`src/rtl/fetch_stage_pkg.sv`:
```
// Shared fetch-stage definitions: NOP encoding, default reset PC and FSM states.
package fetch_stage_pkg;

  localparam logic [31:0] NOP          = 32'h0000_0000;
  localparam logic [31:0] RESET_PC_DEF = 32'h0000_0000;

  typedef enum logic {
    FS_RUN  = 1'b0,
    FS_HALT = 1'b1
  } fetch_state_e;

endpackage

```
`src/rtl/fetch_stage_if_id_reg.sv`:
```
// IF/ID pipeline register: load captures a fetched instruction as valid,
// squash clears only the valid flag, otherwise everything holds.
module if_id_reg
  import fetch_stage_pkg::*;
(
  input  logic        clk,
  input  logic        rst_n,
  input  logic        load_i,
  input  logic        squash_i,
  input  logic [31:0] instr_i,
  input  logic [31:0] pc_i,
  input  logic [31:0] pc4_i,
  output logic [31:0] instr_o,
  output logic [31:0] pc_o,
  output logic [31:0] pc4_o,
  output logic        valid_o
);

  logic [31:0] instr_q;
  logic [31:0] pc_q;
  logic [31:0] pc4_q;
  logic        valid_q;

  // Capture on load; squash drops valid but keeps the stale fields.
  always_ff @(posedge clk or negedge rst_n) begin
    if (!rst_n) begin
      instr_q <= NOP;
      pc_q    <= '0;
      pc4_q   <= '0;
      valid_q <= 1'b0;
    end else if (squash_i) begin
      valid_q <= 1'b0;
    end else if (load_i) begin
      instr_q <= instr_i;
      pc_q    <= pc_i;
      pc4_q   <= pc4_i;
      valid_q <= 1'b1;
    end
  end

  assign instr_o = instr_q;
  assign pc_o    = pc_q;
  assign pc4_o   = pc4_q;
  assign valid_o = valid_q;

endmodule

```
`src/rtl/fetch_stage.sv`:
```
// Instruction fetch stage: PC, RUN/HALT control, redirect and IF/ID register.
// Optional performance counters are enabled with FETCH_PERF_CNT_EN.
module fetch_stage
  import fetch_stage_pkg::*;
#(
  parameter logic [31:0] RESET_PC  = RESET_PC_DEF,
  parameter int unsigned MEM_WORDS = 15
) (
  input  logic        clk,
  input  logic        rst_n,
  output logic [31:0] endereco,
  input  logic [31:0] instrucao,
  input  logic        stall,
  input  logic        desvio,
  input  logic [31:0] alvo_desvio,
  output logic [31:0] if_id_instr,
  output logic [31:0] if_id_pc,
  output logic [31:0] if_id_pc4,
  output logic        if_id_valid,
  output logic        halted,
`ifdef FETCH_PERF_CNT_EN
  output logic [31:0] cnt_busca,
  output logic [31:0] cnt_stall,
`endif
  output logic        erro_alinh
);

  localparam logic [31:0] LIMIT = 32'(MEM_WORDS * 4);

  fetch_state_e state_q;
  logic [31:0]  pc_q;
  logic         halted_q;
  logic         erro_q;
  logic         load_d;
  logic         squash_d;
  logic [31:0]  target_w;
  logic [31:0]  pc4_w;

  assign target_w = {alvo_desvio[31:2], 2'b00};
  assign pc4_w    = pc_q + 32'd4;

  // IF/ID control: redirect or end-of-program squash, else load when not stalled.
  always_comb begin
    load_d   = 1'b0;
    squash_d = 1'b0;
    if (state_q == FS_RUN) begin
      if (desvio)                squash_d = 1'b1;
      else if (!stall && pc_q < LIMIT) load_d = 1'b1;
      else if (!stall)           squash_d = 1'b1;
    end
  end

  // PC and RUN/HALT FSM with registered halted / misalignment pulse.
  always_ff @(posedge clk or negedge rst_n) begin
    if (!rst_n) begin
      state_q  <= FS_RUN;
      pc_q     <= RESET_PC;
      halted_q <= 1'b0;
      erro_q   <= 1'b0;
    end else begin
      erro_q <= 1'b0;
      case (state_q)
        FS_RUN: begin
          if (desvio) begin
            pc_q   <= target_w;
            erro_q <= |alvo_desvio[1:0];
          end else if (!stall) begin
            if (pc_q < LIMIT) begin
              pc_q <= pc4_w;
            end else begin
              state_q  <= FS_HALT;
              halted_q <= 1'b1;
            end
          end
        end
        FS_HALT: begin
          if (desvio) begin
            state_q  <= FS_RUN;
            halted_q <= 1'b0;
            pc_q     <= target_w;
            erro_q   <= |alvo_desvio[1:0];
          end
        end
        default: state_q <= FS_RUN;
      endcase
    end
  end

  if_id_reg u_if_id (
    .clk      (clk),
    .rst_n    (rst_n),
    .load_i   (load_d),
    .squash_i (squash_d),
    .instr_i  (instrucao),
    .pc_i     (pc_q),
    .pc4_i    (pc4_w),
    .instr_o  (if_id_instr),
    .pc_o     (if_id_pc),
    .pc4_o    (if_id_pc4),
    .valid_o  (if_id_valid)
  );

  assign endereco   = pc_q;
  assign halted     = halted_q;
  assign erro_alinh = erro_q;

`ifdef FETCH_PERF_CNT_EN
  logic [31:0] cnt_busca_q;
  logic [31:0] cnt_stall_q;

  // Saturating counters of valid IF/ID loads and RUN-state stall cycles.
  always_ff @(posedge clk or negedge rst_n) begin
    if (!rst_n) begin
      cnt_busca_q <= '0;
      cnt_stall_q <= '0;
    end else begin
      if (load_d && cnt_busca_q != '1)
        cnt_busca_q <= cnt_busca_q + 32'd1;
      if (state_q == FS_RUN && stall && !desvio && cnt_stall_q != '1)
        cnt_stall_q <= cnt_stall_q + 32'd1;
    end
  end

  assign cnt_busca = cnt_busca_q;
  assign cnt_stall = cnt_stall_q;
`endif

endmodule
```
`config.mk`:
```
export PLATFORM = sky130hd
export DESIGN_NAME = fetch_stage
export DESIGN_NICKNAME = d
export VERILOG_FILES = /design/src/rtl/fetch_stage_pkg.sv /design/src/rtl/fetch_stage_if_id_reg.sv /design/src/rtl/fetch_stage.sv
export SDC_FILE = /design/constraint.sdc
export NUM_CORES = 1
export LEC_CHECK = 0
export BUFFER_PORTS_ARGS = -buffer_cell sky130_fd_sc_hd__buf_2
export CAP_MARGIN = 20
export CORE_ASPECT_RATIO = 0.6
export CORE_MARGIN = 2
export CORE_UTILIZATION = 48
export CTS_CLUSTER_DIAMETER = 40
export CTS_CLUSTER_SIZE = 12
export DETAILED_ROUTE_END_ITERATION = 12
export PLACE_DENSITY = 0.88
export SYNTH_ARGS = -nofsm -noshare
export SYNTH_HDL_FRONTEND = slang
export SYNTH_SLANG_ARGS = --single-unit
```
`constraint.sdc`:
```
create_clock -name clk -period 2.4 [get_ports clk]
set_clock_uncertainty 0.05 [all_clocks]
set_input_delay 0.36 -clock clk [delete_from_list [all_inputs] [get_ports clk]]
set_output_delay 0.36 -clock clk [all_outputs]
set_load 0.05 [all_outputs]
```
=== Yosys cells after proc, flatten, opt, wreduce, memory -nomap -nowiden ===
Cells that the tools add are included.

* $add $sub $neg: 1
* Order comparisons: 1
* Equal/unequal tests: 6
* Mux-type cells: 25
* Bitwise operators: 2
* Reduce and logical (&&, ||, !) cells: 7

{| class="wikitable"
|+ Operators by type and width
! operator !! number
|-
| 32-bit 2-to-1 mux || 4
|-
| 32-bit case mux with 2 select lines || 1
|-
| 32-bit by 3-bit adder with 32-bit output (second input constant) || 1
|-
| 32-bit by 6-bit less-than comparator with 1-bit output (second input constant) || 1
|-
| 1-bit 2-to-1 mux || 18
|-
| 2-bit inequality test (second input constant) || 4
|-
| 1-bit case mux with 2 select lines || 2
|-
| 4-bit AND reduction || 1
|-
| 3-bit by 2-bit inequality test with 1-bit output (second input constant) || 1
|-
| 3-bit inequality test (second input constant) || 1
|-
| 3-bit AND reduction || 1
|-
| 1-bit NOT || 2
|-
| 2-bit AND reduction || 1
|-
| 2-bit nonzero test || 1
|-
| 2-bit OR reduction || 1
|-
| 1-bit logical AND || 1
|-
| 1-bit zero test || 1
|}

* Register bits: 132
* Bits of input ports: 68

=== Logic depth before layout (Yosys ltp) ===
* Depth after elaboration: 7
* Depth in mapped cells: 7

=== Cells and area by module ===
From an unflattened synthesis, not the netlist that was laid out.

* Cell total of the unflattened synthesis: 410
* Area total of the unflattened synthesis: 5,869.4 µm²

{| class="wikitable"
|+ Modules (own cells, without submodules)
! module !! times used !! cells each !! area each (µm²) !! sequential area each (µm²)
|-
| if_id_reg || 1 || 207 || 3,811.2 || 2,427.3
|-
| fetch_stage || 1 || 203 || 2,058.2 || 825.8
|}

=== Worst setup path after synthesis ===
No wires, ideal clock.

* Kind: flip-flop to flip-flop
* Start: register pc_q[2], in the netlist endereco[2]
* End: register u_if_id.instr_q[10], in the netlist u_if_id.instr_o[10]
* Library setup time: 125 ps
* Arrival: 2,142 ps
* Setup slack: 83 ps
* Stages on the path, launching flop included: 8
* Path buffers: 2
* Period minus slack after synthesis: 2,317 ps
* Path through: dfrtp_1 -> ha_1 -> nand3_1 -> nand4_1 -> buf_2 -> nor3_4 -> buf_2 -> mux2_2

* Cells in the longest elaborated chain, start to end: 7
* Elaborated cells on any way between the ends: 10
* Classes of those cells: 1 x order compare; 6 x mux; 1 x bitwise; 2 x reduce/logical

{| class="wikitable"
|+ RTL lines
! what !! line !! text
|-
| start: declaration || fetch_stage.sv:31 || <nowiki>logic [31:0] pc_q;</nowiki>
|-
| start signal: assignment || fetch_stage.sv:65 || <nowiki>pc_q <= target_w;</nowiki>
|-
| start signal: assignment || fetch_stage.sv:69 || <nowiki>pc_q <= pc4_w;</nowiki>
|-
| start signal: assignment || fetch_stage.sv:80 || <nowiki>pc_q <= target_w;</nowiki>
|-
| 32-bit by 6-bit less-than comparator with 1-bit output * || fetch_stage.sv:48 || <nowiki>else if (!stall && pc_q < LIMIT) load_d = 1'b1;</nowiki>
|-
| 1-bit logical AND * || fetch_stage.sv:48 ||
|-
| 1-bit 2-to-1 mux || fetch_stage.sv:48 ||
|-
| 1-bit 2-to-1 mux || fetch_stage.sv:47 || <nowiki>if (desvio) squash_d = 1'b1;</nowiki>
|-
| 1-bit 2-to-1 mux || fetch_stage.sv:46 || <nowiki>if (state_q == FS_RUN) begin</nowiki>
|-
| 1-bit NOT (no source line) || n/a ||
|-
| 2-bit AND reduction (no source line) * || n/a ||
|-
| end signal: assignment || fetch_stage_if_id_reg.sv:34 || <nowiki>instr_q <= instr_i;</nowiki>
|-
| end: declaration || fetch_stage_if_id_reg.sv:19 || <nowiki>logic [31:0] instr_q;</nowiki>
|}

Mark *: on every way between the ends. The rest lies on a longest branch, timed or not.
A chain may end at the register's enable or synchronous reset.

=== Final worst setup path ===
* Start: register pc_q[22], in the netlist endereco[22]
* End: register u_if_id.pc_q[4], in the netlist u_if_id.pc_o[4]

* Cells in the longest elaborated chain, start to end: 7
* Elaborated cells on any way between the ends: 10
* Classes of those cells: 1 x order compare; 6 x mux; 1 x bitwise; 2 x reduce/logical

{| class="wikitable"
|+ RTL lines
! what !! line !! text
|-
| 32-bit by 6-bit less-than comparator with 1-bit output * || fetch_stage.sv:48 ||
|-
| 1-bit logical AND * || fetch_stage.sv:48 ||
|-
| 1-bit 2-to-1 mux || fetch_stage.sv:48 ||
|-
| 1-bit 2-to-1 mux || fetch_stage.sv:47 ||
|-
| 1-bit 2-to-1 mux || fetch_stage.sv:46 ||
|-
| 1-bit NOT (no source line) || n/a ||
|-
| 2-bit AND reduction (no source line) * || n/a ||
|-
| end signal: assignment || fetch_stage_if_id_reg.sv:35 || <nowiki>pc_q <= pc_i;</nowiki>
|-
| end: declaration || fetch_stage_if_id_reg.sv:20 || <nowiki>logic [31:0] pc_q;</nowiki>
|}

Marks and branches as above.

==> run_results.csv <==
group,metric,value,unit
run_status,status,"finished, final reports clean",
synthesis,synthSimpleGateAreaFrac,14.1,%
drt,routedWlPerCell,16.8,um
synthesis,synth_xor_area_share,0.359,%
pwr,internal_power,0.00410,W
clock_network,cts_tree,"done",
worst_setup_path,endpoint,"u_if_id.pc_o[4]$_DFFE_PN0P_",
sta,tightest_slew,0.552,ns
placement,dp_hpwl,8.35,mm
synthesis,synth.avg_cell_area,14.0,um^2
synthesis,synth_ff_type,"dfrtp_1",
synthesis,synth_warnings,0,
worst_setup_path,crit_arrival,2.48,ns
synthesis,synth_seq_cells,126,
synthesis,synth_edf_count,0,
pwr,clockPowerShare,49.3,%
worst_setup_path,r2r-end,"u_if_id.pc_o[4]$_DFFE_PN0P_",
placement,port_buffers,192,
sta,tns,0,ns
grt,grt_use_total,22.2,%
worst_setup_path,required,2.64,ns
worst_setup_path,worstSetupStartpoint,"endereco[22]$_DFFE_PN0P_",
pwr,p_per_area,826,nW/um^2
synthesis,syn_inst,349,
sta,setup_viol,0,
sta,hold_viol_final,0,
drt,viasPerCell,5.12,
cells_and_area,num_antenna_cells,0,
hold_path,hold_class,"in -> reg",
drt,first_iter_violations,176,
flow_run,maxCapViolations,0,
sta,drv_slew,0,
worst_setup_path,r2r_start,"endereco[22]$_DFFE_PN0P_",
synthesis,synth_area_leaders,"dfrtp_1, mux2_2, and2_1",
drt,drt_wl_total,11.7,mm
floorplanning,dieArea,11000,um^2
worst_setup_path,r2r_cells,5,
cells_and_area,finish.net_count,621,
pwr,irDropWorstVdd,0.516,mV
synthesis,synth_top_area_share,64.6,%
pwr,p_switching,0.00139,W
pwr,p_comb_share,9.6,%
clock_network,cts.path.max_buffers,2,
sta,rsz0062_at_grt,"no",
grt,grt_pass1_vias,3535,
worst_setup_path,critPathLaunchType,"flip-flop",
floorplanning,start_util,49.4,%
sta,min_period_over_period,93.3,%
pwr,pwr-share-seq,41.1,%
clock_network,insertion_delay,0.40,ns
worst_setup_path,path_max_fanout,60,
placement,place_congestion,0.834,
drt,vias,3579,
cells_and_area,n_fill_cell,736,
synthesis,ys_types,43,
floorplanning,floorplan.rows,28,
grt,globalRoute.totalOverflow,0,
floorplanning,fp.dieW,134,um
sta,min_period,2.24,ns
grt,antenna_found_initial,0,
grt,grt_max_degree,61,
cells_and_area,drive_above_1_share,52.0,%
drt,drc_errors,0,
sta,max_freq,446,MHz
floorplanning,core,9880,um^2
pwr,switching_share,25.3,%
synthesis,yosysTopAreaCell,"dfrtp_1",
synthesis,synth_area,4880,um^2
drt,drtPass1Iterations,5,
synthesis,synth_top_family_by_area,"simple AND/OR/NAND/NOR gates",
clock_network,clkTransAtPathRegs,0.06,ns
clock_network,h-tree-depth,4,
cells_and_area,layout-area-overhead-vs-synth,36.1,%
clock_network,numCtsBuffers,17,
clock_network,cts_sinks,126,
floorplanning,fp.dieH,82.1,um
sta,fin_hold_ws,0.131,ns
floorplanning,io_pins,199,
grt,grt_pass1_wl,18.6,mm
synthesis,synth-adder-area-share,0.256,%
worst_setup_path,critPathKind,"reg -> reg",
worst_setup_path,endpoint_kind,"flip-flop",
clock_network,postCtsResizedCells,0,
sta,max_slew_margin,63.2,%
clock_network,cts_root_buf,"clkbuf_16",
synthesis,async_reset_ff_share,100,%
worst_setup_path,rrSetupSlack,0.16,ns
pwr,leakagePower,3.62,nW
synthesis,synthMuxAreaShare,13.5,%
synthesis,ys_seq_area_share,64.6,%
synthesis,synth_compound_area_share,4.05,%
drt,ant_nets,0,
[repair_timing]
item                       CTS  global route
setup endpoints to repair    0             0
hold endpoints to repair    39             0
hold buffers                 1             0
setup buffers                0             0
[logic make-up (layout without fill, tap and decap cells)]
| family | count (synthesis) | after routing |
|---|---|---|
| xor gates and xnor gates | 2 | 2 |
| muxes | 57 | 57 |
| DFF | 126 | 126 |
| AOI/OAI and AO/OA | 32 | 32 |
| adders and majority gates | 1 | 1 |
| other | 1 | 6 |
| buffers and inverters | 27 | 237 |
| and+or+nand+nor | 103 | 103 |
[synthesized netlist by cell type, drive strengths merged, types with 2 or more instances]
cell	n
inv	3
nand4	6
buf	15
o32ai	2
or3	2
clkbuf	8
or4	2
dfrtp	126
and2	52
o22ai	2
nor4	8
nor2	13
and3	4
o31ai	5
mux2	57
a31oi	3
nand2	2
a21oi	8
and4	3
nand3	6
o21ai	9
[power groups by stage]
stage	sequential [W]	combinational (W)	clock, W
4_1_cts	0.00225	0.000534	0.00275
6_report	0.00226	0.000529	0.00271
2_1_floorplan	0.00247	0.000142	0
3_5_place_dp	0.00229	0.000531	0
3_3_place_gp	0.00229	0.000518	0
5_1_grt	0.00226	0.000566	0.00287
[through the flow]
stage,instances,setup slack [ns],util [%],power (W),cell area [um^2]
after floorplan,354,0.0828,-,0.00261,4900
after global placement,667,0.267,60.8,0.00280,6010
after detailed placement,667,0.185,60.8,0.00282,6010
after CTS,699,0.172,67.3,0.00554,6650
after global routing,699,0.0380,67.3,0.00570,6650
final,699,0.160,67.3,0.00549,6650
[worst max-delay path, stage by stage, from the launching register on]
cell	delay (ns)
dfrtp_1	0.42
nor4_4	0.40
nand4_4	0.22
or3_1	0.37
buf_4	0.29
mux2_4	0.35
[how the worst min path moves through the flow]
stage / start / to / slack, ns / depth (start not counted)
floorplan: rst_n / endereco[10]$_DFFE_PN0P_ / 0.01 / 0
detailed placement: rst_n / u_if_id.pc4_o[10]$_DFFE_PN0P_ / 0.34 / 1
CTS: instrucao[27] / u_if_id.instr_o[27]$_DFFE_PN0P_ / 0.12 / 2
global placement: rst_n / u_if_id.pc_o[29]$_DFFE_PN0P_ / 0.31 / 1
finish: instrucao[27] / u_if_id.instr_o[27]$_DFFE_PN0P_ / 0.13 / 2
global route: instrucao[27] / u_if_id.instr_o[27]$_DFFE_PN0P_ / 0.11 / 2
[metal layers]
layer,GRT usage (%),vias to the layer above,wire (um)
li1,-,1612,-
met1,30.3,1782,5200
met2,34.2,170,5510
met3,6.59,15,869
met4,8.32,0,138
met5,0,-,0
[placed cells by master, fill, tap and decap left out, types with 3 or more instances in the layout]
cell type and n:
mux2_2 49, nor4_1 4, nor2_1 13, and2_1 52, clkbuf_16 17, and3_1 4
o31ai_1 5, mux2_4 5, and4_1 3, nand4_1 5, mux2_1 3, inv_1 3
clkinv_4 3, bufinv_16 4, clkinvlp_4 4, conb_1 6, a31oi_1 3, buf_2 191
nand3_1 6, buf_4 7, buf_12 3, o21ai_0 9, a21oi_1 8, dfrtp_1 126
nor4_4 3
[sequential cells by signal, summed over array words and instances, names as in the netlist]
name and cells:
erro_alinh 1, u_if_id.instr_o 32, u_if_id.pc_o 30, halted 1, u_if_id.pc4_o 30, u_if_id.valid_o 1, endereco 30, state_q 1
[layout make-up]
class | instances | area (um^2) | area share (%)
Clock buffer | 18 | 439 | 6.61
Clock inverter | 13 | 190 | 2.86
Inverter | 4 | 15.0 | 0.226
Multi-Input combinational cell | 201 | 1600 | 24.1
Sequential cell | 126 | 3150 | 47.4
Tap cell | 135 | 169 | 2.54
Timing Repair Buffer | 202 | 1080 | 16.2
Note: power is estimated with default switching activity, not from simulation.
